--- src/rtl/pkt_router_if.sv ---
// pkt_router_if: CPU register bus plus packet ingress/egress bundle for pkt_router.
// The master side (CPU and packet source/sink) drives requests; the slave side is the router.
interface pkt_router_if #(
  parameter int DATA_W    = 8,
  parameter int NUM_PORTS = 4,
  parameter int ADDR_W    = 8
);
  logic                        cs;
  logic [ADDR_W-1:0]           addr;
  logic                        rw;
  logic [DATA_W-1:0]           din;
  logic [DATA_W-1:0]           dout;
  logic [DATA_W-1:0]           rxd;
  logic                        rx_vld;
  logic [NUM_PORTS*DATA_W-1:0] txd;
  logic [NUM_PORTS-1:0]        tx_vld;
  logic [NUM_PORTS-1:0]        tx_last;
  logic [NUM_PORTS-1:0]        tx_rdy;

  modport master (
    output cs, addr, rw, din, rxd, rx_vld, tx_rdy,
    input  dout, txd, tx_vld, tx_last
  );

  modport slave (
    input  cs, addr, rw, din, rxd, rx_vld, tx_rdy,
    output dout, txd, tx_vld, tx_last
  );
endinterface

--- src/rtl/pkt_router.sv ---
// pkt_router: routes one ingress byte stream by header to NUM_PORTS first-word-fall-through FIFOs.
// Define PKT_ROUTER_STATS_EN to implement the per-port accepted-packet counters at 0x10+p.
module pkt_router #(
  parameter int DATA_W      = 8,
  parameter int NUM_PORTS   = 4,
  parameter int FIFO_DEPTH  = 16,
  parameter int MAX_PKT_LEN = 8,
  parameter int ADDR_W      = 8
) (
  input logic         clk,
  input logic         rst,
  pkt_router_if.slave bus
);
  localparam int PW = $clog2(NUM_PORTS);
  localparam int AW = $clog2(FIFO_DEPTH);
  localparam int LW = AW + 1;
  localparam int CW = $clog2(MAX_PKT_LEN + 1);
  localparam int HW = ADDR_W - 4;

  typedef enum logic [1:0] {S_SYNC = 2'd0, S_IDLE = 2'd1, S_FWD = 2'd2, S_DROP = 2'd3} state_t;

  state_t                      state_r, state_nxt_s;
  logic [DATA_W-1:0]           stage_r;
  logic [PW-1:0]               dest_r;
  logic [CW-1:0]               beat_cnt_r;
  logic [DATA_W-1:0]           ctrl_r, port_en_r, drop_cnt_r, dout_r, rdata_s;
  logic [DATA_W:0]             mem_r [NUM_PORTS][FIFO_DEPTH];
  logic [LW-1:0]               wr_ptr_r [NUM_PORTS];
  logic [LW-1:0]               rd_ptr_r [NUM_PORTS];
  logic [LW-1:0]               level_s [NUM_PORTS];
  logic [NUM_PORTS-1:0]        vld_s, pop_s, last_s;
  logic [NUM_PORTS*DATA_W-1:0] txd_s;
  logic [PW-1:0]               hdr_port_s;
  logic [LW-1:0]               free_s;
  logic                        accept_s, at_max_s, wr_s, rd_s;
  logic                        hdr_ld_s, stage_ld_s, push_s, push_last_s, drop_inc_s;
  logic [HW-1:0]               addr_hi_s;
  logic [3:0]                  addr_lo_s;

  assign hdr_port_s = bus.rxd[PW-1:0];
  assign free_s     = LW'(FIFO_DEPTH) - level_s[hdr_port_s];
  // A full packet's worth of space is reserved at the header, so the FIFO can never overflow.
  assign accept_s   = ctrl_r[0] && port_en_r[hdr_port_s] && (free_s >= LW'(MAX_PKT_LEN));
  assign at_max_s   = (beat_cnt_r == CW'(MAX_PKT_LEN));
  assign wr_s       = bus.cs && !bus.rw;
  assign rd_s       = bus.cs && bus.rw;
  assign addr_hi_s  = bus.addr[ADDR_W-1:4];
  assign addr_lo_s  = bus.addr[3:0];

  // Ingress FSM state register.
  always_ff @(posedge clk) begin
    if (rst) state_r <= S_SYNC;
    else     state_r <= state_nxt_s;
  end

  // Ingress FSM next-state logic.
  always_comb begin
    state_nxt_s = state_r;
    case (state_r)
      S_SYNC:  if (bus.rx_vld) state_nxt_s = S_SYNC; else state_nxt_s = S_IDLE;
      S_IDLE:  if (!bus.rx_vld) state_nxt_s = S_IDLE;
               else if (accept_s) state_nxt_s = S_FWD;
               else state_nxt_s = S_DROP;
      S_FWD:   if (!bus.rx_vld) state_nxt_s = S_IDLE;
               else if (at_max_s) state_nxt_s = S_DROP;
               else state_nxt_s = S_FWD;
      S_DROP:  if (bus.rx_vld) state_nxt_s = S_DROP; else state_nxt_s = S_IDLE;
      default: state_nxt_s = S_SYNC;
    endcase
  end

  // Ingress FSM outputs: staged beat is pushed one beat late so the final one can carry last.
  always_comb begin
    hdr_ld_s    = 1'b0;
    stage_ld_s  = 1'b0;
    push_s      = 1'b0;
    push_last_s = 1'b0;
    drop_inc_s  = 1'b0;
    case (state_r)
      S_IDLE: begin
        if (bus.rx_vld && accept_s) hdr_ld_s = 1'b1;
        else if (bus.rx_vld)        drop_inc_s = 1'b1;
        else                        hdr_ld_s = 1'b0;
      end
      S_FWD: begin
        push_s = 1'b1;
        if (at_max_s || !bus.rx_vld) push_last_s = 1'b1;
        else                         stage_ld_s = 1'b1;
      end
      default: hdr_ld_s = 1'b0;
    endcase
  end

  // Staging register, destination latch and beat counter.
  always_ff @(posedge clk) begin
    if (rst) begin
      stage_r    <= '0;
      dest_r     <= '0;
      beat_cnt_r <= '0;
    end else if (hdr_ld_s) begin
      stage_r    <= bus.rxd;
      dest_r     <= hdr_port_s;
      beat_cnt_r <= CW'(1);
    end else if (stage_ld_s) begin
      stage_r    <= bus.rxd;
      beat_cnt_r <= beat_cnt_r + CW'(1);
    end
  end

  // FIFO head view: data and last are forced to zero while a port is empty.
  always_comb begin
    txd_s  = '0;
    last_s = '0;
    for (int p = 0; p < NUM_PORTS; p++) begin
      level_s[p] = wr_ptr_r[p] - rd_ptr_r[p];
      vld_s[p]   = (level_s[p] != '0);
      pop_s[p]   = vld_s[p] && bus.tx_rdy[p];
      if (vld_s[p]) begin
        txd_s[p*DATA_W +: DATA_W] = mem_r[p][rd_ptr_r[p][AW-1:0]][DATA_W-1:0];
        last_s[p]                 = mem_r[p][rd_ptr_r[p][AW-1:0]][DATA_W];
      end else begin
        txd_s[p*DATA_W +: DATA_W] = '0;
        last_s[p]                 = 1'b0;
      end
    end
  end

  // FIFO pointers.
  always_ff @(posedge clk) begin
    if (rst) begin
      for (int p = 0; p < NUM_PORTS; p++) begin
        wr_ptr_r[p] <= '0;
        rd_ptr_r[p] <= '0;
      end
    end else begin
      for (int p = 0; p < NUM_PORTS; p++) begin
        if (push_s && (dest_r == PW'(p))) wr_ptr_r[p] <= wr_ptr_r[p] + LW'(1);
        if (pop_s[p])                     rd_ptr_r[p] <= rd_ptr_r[p] + LW'(1);
      end
    end
  end

  // FIFO storage; contents are only observable through the pointers.
  always_ff @(posedge clk) begin
    for (int p = 0; p < NUM_PORTS; p++) begin
      if (push_s && (dest_r == PW'(p))) mem_r[p][wr_ptr_r[p][AW-1:0]] <= {push_last_s, stage_r};
    end
  end

  // Control registers.
  always_ff @(posedge clk) begin
    if (rst) begin
      ctrl_r    <= '0;
      port_en_r <= '0;
    end else if (wr_s) begin
      case (bus.addr)
        ADDR_W'(0): ctrl_r    <= bus.din;
        ADDR_W'(1): port_en_r <= bus.din;
        default:    ctrl_r    <= ctrl_r;
      endcase
    end
  end

  // Saturating drop counter; a CPU write clears it even when a drop lands the same cycle.
  always_ff @(posedge clk) begin
    if (rst)                                                    drop_cnt_r <= '0;
    else if (wr_s && (bus.addr == ADDR_W'(2)))                  drop_cnt_r <= '0;
    else if (drop_inc_s && (drop_cnt_r != {DATA_W{1'b1}}))      drop_cnt_r <= drop_cnt_r + DATA_W'(1);
  end

`ifdef PKT_ROUTER_STATS_EN
  logic [DATA_W-1:0] pkt_cnt_r [NUM_PORTS];

  // Per-port accepted-packet counters, wrapping; CPU clear wins over increment.
  always_ff @(posedge clk) begin
    for (int p = 0; p < NUM_PORTS; p++) begin
      if (rst)
        pkt_cnt_r[p] <= '0;
      else if (wr_s && (addr_hi_s == HW'(1)) && (addr_lo_s == 4'(p)))
        pkt_cnt_r[p] <= '0;
      else if (hdr_ld_s && (hdr_port_s == PW'(p)))
        pkt_cnt_r[p] <= pkt_cnt_r[p] + DATA_W'(1);
    end
  end
`endif

  // CPU read decode.
  always_comb begin
    rdata_s = '0;
    if (bus.addr == ADDR_W'(0))      rdata_s = ctrl_r;
    else if (bus.addr == ADDR_W'(1)) rdata_s = port_en_r;
    else if (bus.addr == ADDR_W'(2)) rdata_s = drop_cnt_r;
    else if ((addr_hi_s == HW'(1)) && (addr_lo_s < 4'(NUM_PORTS))) begin
`ifdef PKT_ROUTER_STATS_EN
      rdata_s = pkt_cnt_r[addr_lo_s[PW-1:0]];
`else
      rdata_s = '0;
`endif
    end
    else if ((addr_hi_s == HW'(2)) && (addr_lo_s < 4'(NUM_PORTS)))
      rdata_s = DATA_W'(level_s[addr_lo_s[PW-1:0]]);
    else
      rdata_s = '0;
  end

  // Registered read data, held until the next read.
  always_ff @(posedge clk) begin
    if (rst)       dout_r <= '0;
    else if (rd_s) dout_r <= rdata_s;
  end

  assign bus.dout    = dout_r;
  assign bus.txd     = txd_s;
  assign bus.tx_vld  = vld_s;
  assign bus.tx_last = last_s;
endmodule

--- src/flat_wrapper.sv ---
// flat-port wrapper written by rule: the top's interface ports become plain ports
module pkt_router_flat 
#(
  parameter int DATA_W      = 8,
  parameter int NUM_PORTS   = 4,
  parameter int FIFO_DEPTH  = 16,
  parameter int MAX_PKT_LEN = 8,
  parameter int ADDR_W      = 8
)
  (clk, rst, bus_cs, bus_addr, bus_rw, bus_din, bus_rxd, bus_rx_vld, bus_tx_rdy, bus_dout, bus_txd, bus_tx_vld, bus_tx_last);
  pkt_router_if #(.DATA_W(DATA_W), .NUM_PORTS(NUM_PORTS), .ADDR_W(ADDR_W)) bus_i ();
  input logic clk;
  input logic rst;
  input wire logic [$bits(bus_i.cs)-1:0] bus_cs;
  input wire logic [$bits(bus_i.addr)-1:0] bus_addr;
  input wire logic [$bits(bus_i.rw)-1:0] bus_rw;
  input wire logic [$bits(bus_i.din)-1:0] bus_din;
  input wire logic [$bits(bus_i.rxd)-1:0] bus_rxd;
  input wire logic [$bits(bus_i.rx_vld)-1:0] bus_rx_vld;
  input wire logic [$bits(bus_i.tx_rdy)-1:0] bus_tx_rdy;
  output wire logic [$bits(bus_i.dout)-1:0] bus_dout;
  output wire logic [$bits(bus_i.txd)-1:0] bus_txd;
  output wire logic [$bits(bus_i.tx_vld)-1:0] bus_tx_vld;
  output wire logic [$bits(bus_i.tx_last)-1:0] bus_tx_last;
  assign bus_i.cs = bus_cs;
  assign bus_i.addr = bus_addr;
  assign bus_i.rw = bus_rw;
  assign bus_i.din = bus_din;
  assign bus_i.rxd = bus_rxd;
  assign bus_i.rx_vld = bus_rx_vld;
  assign bus_i.tx_rdy = bus_tx_rdy;
  assign bus_dout = bus_i.dout;
  assign bus_txd = bus_i.txd;
  assign bus_tx_vld = bus_i.tx_vld;
  assign bus_tx_last = bus_i.tx_last;
  pkt_router #(.DATA_W(DATA_W), .NUM_PORTS(NUM_PORTS), .FIFO_DEPTH(FIFO_DEPTH), .MAX_PKT_LEN(MAX_PKT_LEN), .ADDR_W(ADDR_W)) u_core (.clk(clk), .rst(rst), .bus(bus_i));
endmodule
--- config.mk ---
export PLATFORM = sky130hd
export DESIGN_NAME = pkt_router_flat
export DESIGN_NICKNAME = d
export VERILOG_FILES = /design/src/rtl/pkt_router_if.sv /design/src/rtl/pkt_router.sv /design/src/flat_wrapper.sv
export SDC_FILE = /design/constraint.sdc
export NUM_CORES = 1
export LEC_CHECK = 0
export CAP_MARGIN = 20
export CORE_MARGIN = 8
export CORE_UTILIZATION = 32
export DETAILED_ROUTE_END_ITERATION = 6
export GPL_TIMING_DRIVEN = 0
export PLACE_DENSITY = 0.56
export RECOVER_POWER = 100
export SETUP_SLACK_MARGIN = 0.02
export SLEW_MARGIN = 20
export SYNTH_ARGS = -nofsm -noshare
export SYNTH_HDL_FRONTEND = slang
export SYNTH_SLANG_ARGS = --single-unit
--- constraint.sdc ---
create_clock -name clk -period 5.85 [get_ports clk]
set_input_delay 0.585 -clock clk [delete_from_list [all_inputs] [get_ports clk]]
set_output_delay 0.585 -clock clk [all_outputs]
set_load 0.02 [all_outputs]
==> out/metrics.yaml <==
run_status:
  status: "finished with violations"
  violations: "max-capacitance violations, max-slew violations"
die:
  core_mm2: 0.0851
  die_area_mm2: 0.0955
  die_h_um: 309
  start_util: 0.323
  pin_count: 81
  die_x_um: 309
  row_count: 107
setup_path:
  cp_common_cell: "clkbuf_1"
  critPathMaxFanout: 10
  worstSetupEndpointType: "primary output"
  critPathSlowestCell: "dlygate4sd3_1"
  cp.required_ns: 5.27
  crit_arrival_ns: 4.89
  crit_type: "flip-flop to primary output"
  crit_chain: "clkbuf_1 > clkbuf_1 > inv_1 > fa_1 > a21o_1 > a21oi_1 > xnor2_1 > nor3_1 > clkbuf_1 > inv_1 > dlygate4sd3_1"
  start_kind: "flip-flop"
  max_stage_delay_ns: 0.70
sta:
  period_share: 0.936
  final_max_slew_viol_count: 516
  rsz0062_at_grt: "no"
  final-hold-violation-count: 0
  finClkSkew_ns: 0.0211
  fmax_mhz: 183
  tightest_slew_ns: 2.64
  fin_ws_ns: 0.375
  tns_ns: 0
  finalCriticalPeriod_ns: 5.47
  max-slew-margin-rel: -0.763
  setup_viol: 0
synthesis:
  synth_area_per_cell_um2: 18.2
  ys.flop_type: "edfxtp_1"
  syn_inst: 1508
  synth_edf_count: 616
  yosysSeqAreaShare: 0.708
  synth_nets: 1584
  synthArstFlopShare: 0
  ys_ff_latch: 664
  yosysUniqueCellTypes: 52
  yosysWarnings: 0
  syn_area_mm2: 0.0275
clock_network:
  clk_path_buf_depth: 3
  cts_tree: "built"
  numClockSinks: 664
  cts-root-buf: "clkbuf_16"
  clk_pin_slew_ns: 0.05
  clock_latency_ns: 0.61
  cts-htree-levels: 3
  numCtsBuffers: 74
  holdBufCountCts: 0
routing:
  wl_per_cell_um: 22.2
  via_per_inst: 4.89
  ant_nets: 0
  first_pass_iters: 5
  num_vias: 14100
  post-route-drc-count: 0
  first_iter_violations: 1056
  wirelength_um: 63800
global_route:
  grt.overflow.total: 0
  grt_first_pass_wirelength_um: 96200
  use_met2: 0.218
  grt.total_usage: 0.133
  grt_pass1_vias: 15000
  grtUsageMet1: 0.179
  antenna_found_initial: 4
  use_met3: 0.0309
  top_usage_layer: "met2"
  grt_max_degree: 66
power_and_ir_drop:
  ir_drop_mv: 0.178
  seq_power_share: 0.484
  p_sw_frac: 0.228
  power_frac_clock: 0.418
  powerDensity_mw_per_mm2: 336
  p_int_mw: 8.31
  leakage_nw: 10.9
  comb_power_share: 0.098
  switching_power_mw: 2.46
placed_design:
  dpl.hpwl_um: 42200
  place_ws_ns: 0.462
  port_buffers: 76
  gp_congestion: 0.792
cells_and_area:
  area_growth_pct: 16.7
  mostFrequentLayoutCell: "edfxtp_1"
  diodes: 0
  layout_common_cells: "616 x edfxtp_1, 170 x mux4_2, 121 x nor2_1"
  drive_gt1_frac: 0.174
  layout.nets: 1756
worst_hold_path:
  min_path_type: "flip-flop to flip-flop"
run:
  drv_cap: 10
flip-flops by register name, summed over array words and instances (netlist names):
signal,flops
u_core.beat_cnt_r,4
u_core.wr_ptr_r,20
u_core.state_r,2
u_core.rd_ptr_r,20
u_core.drop_cnt_r,8
u_core.bus.dout,8
u_core.dest_r,2
u_core.stage_r,8
u_core.port_en_r,8
u_core.mem_r,576
u_core.ctrl_r,8
final cells by class:
class	instances	area, µm²
repair buffers	96	843
multi-input cells	734	7550
plain buffers	68	272
clock inverters	33	303
fillers	7906	53100
inverters	42	158
flip-flops and latches	664	19500
clock buffers	101	2040
well taps	1144	1430
synth_stat cells (all sizes together) (25+ instances only):
master,count,area share
clkbuf,48,0.0066
nand2,46,0.0063
mux4,170,0.14
inv,42,0.0057
ha,39,0.018
nand2b,34,0.0077
nand3,25,0.0050
nor2,122,0.017
mux2i,57,0.021
dfxtp,48,0.035
nor3,31,0.0056
edfxtp,616,0.67
nor2b,31,0.0071
power by group through the flow:
stage / combinational [mW] / sequential [mW] / clock [mW]
floorplan: 0.687 / 5.30 / 0
global placement: 1.08 / 5.32 / 0
detailed placement: 1.10 / 5.31 / 0
CTS: 1.11 / 5.21 / 4.60
global route: 1.14 / 5.22 / 4.77
finish: 1.05 / 5.22 / 4.50
worst max-delay path: cells and delay by family (launching register included):
kind / cells / cell delay, ns
flops: 1 / 0.39
simple gates: 1 / 0.18
xor+xnor: 1 / 0.22
compound gates: 2 / 0.45
buf+inv: 6 / 2.58
fa+ha+maj: 1 / 0.46
layer usage:
metal	routed length [µm]	part of all wire	up-vias
met4	1380	0.022	4
li1	-	-	6306
met2	30600	0.48	314
met5	34	0.00053	-
met3	3290	0.051	101
met1	28500	0.45	7368
cells by family (layout without fill, tap and decap cells):
family | after synthesis | in the layout | share of synthesized area
buf+inv | 110 | 340 | 0.0158
mux | 228 | 228 | 0.161
compound gates | 89 | 89 | 0.0215
simple gates | 328 | 328 | 0.0584
fa+ha+maj | 43 | 43 | 0.0207
xor+xnor | 46 | 46 | 0.0147
flops | 664 | 664 | 0.708
stage by stage:
stage	cells	power, mW	hold slack, ns	area [µm²]	utilization
global route	2882	11.1	0.485	32100	0.376
global placement	2728	6.40	0.450	29700	0.348
finish	2882	10.8	0.462	32100	0.376
floorplan	1508	5.98	0.458	27500	-
detailed placement	2748	6.41	0.462	30000	0.352
CTS	2882	10.9	0.426	32300	0.380
path summary, 6_finish.rpt:
check / start / end / slack [ns] / cells after the start
max: u_core.rd_ptr_r[0][1] / bus_tx_vld[0] / 0.38 / 11
min: u_core.bus.dout[5] / u_core.bus.dout[5] / 0.46 / 2
max reg2reg: u_core.rd_ptr_r[3][1] / u_core.stage_r[7] / 0.51 / 12
min reg2reg: u_core.bus.dout[5] / u_core.bus.dout[5] / 0.46 / 2
what timing repair did:
item | CTS | global route
setup endpoints to repair | 6 | 0
resized for setup | 1 | 0
buffers inserted | 0 | 0
No activity file was read; power rests on OpenSTA's default activity.
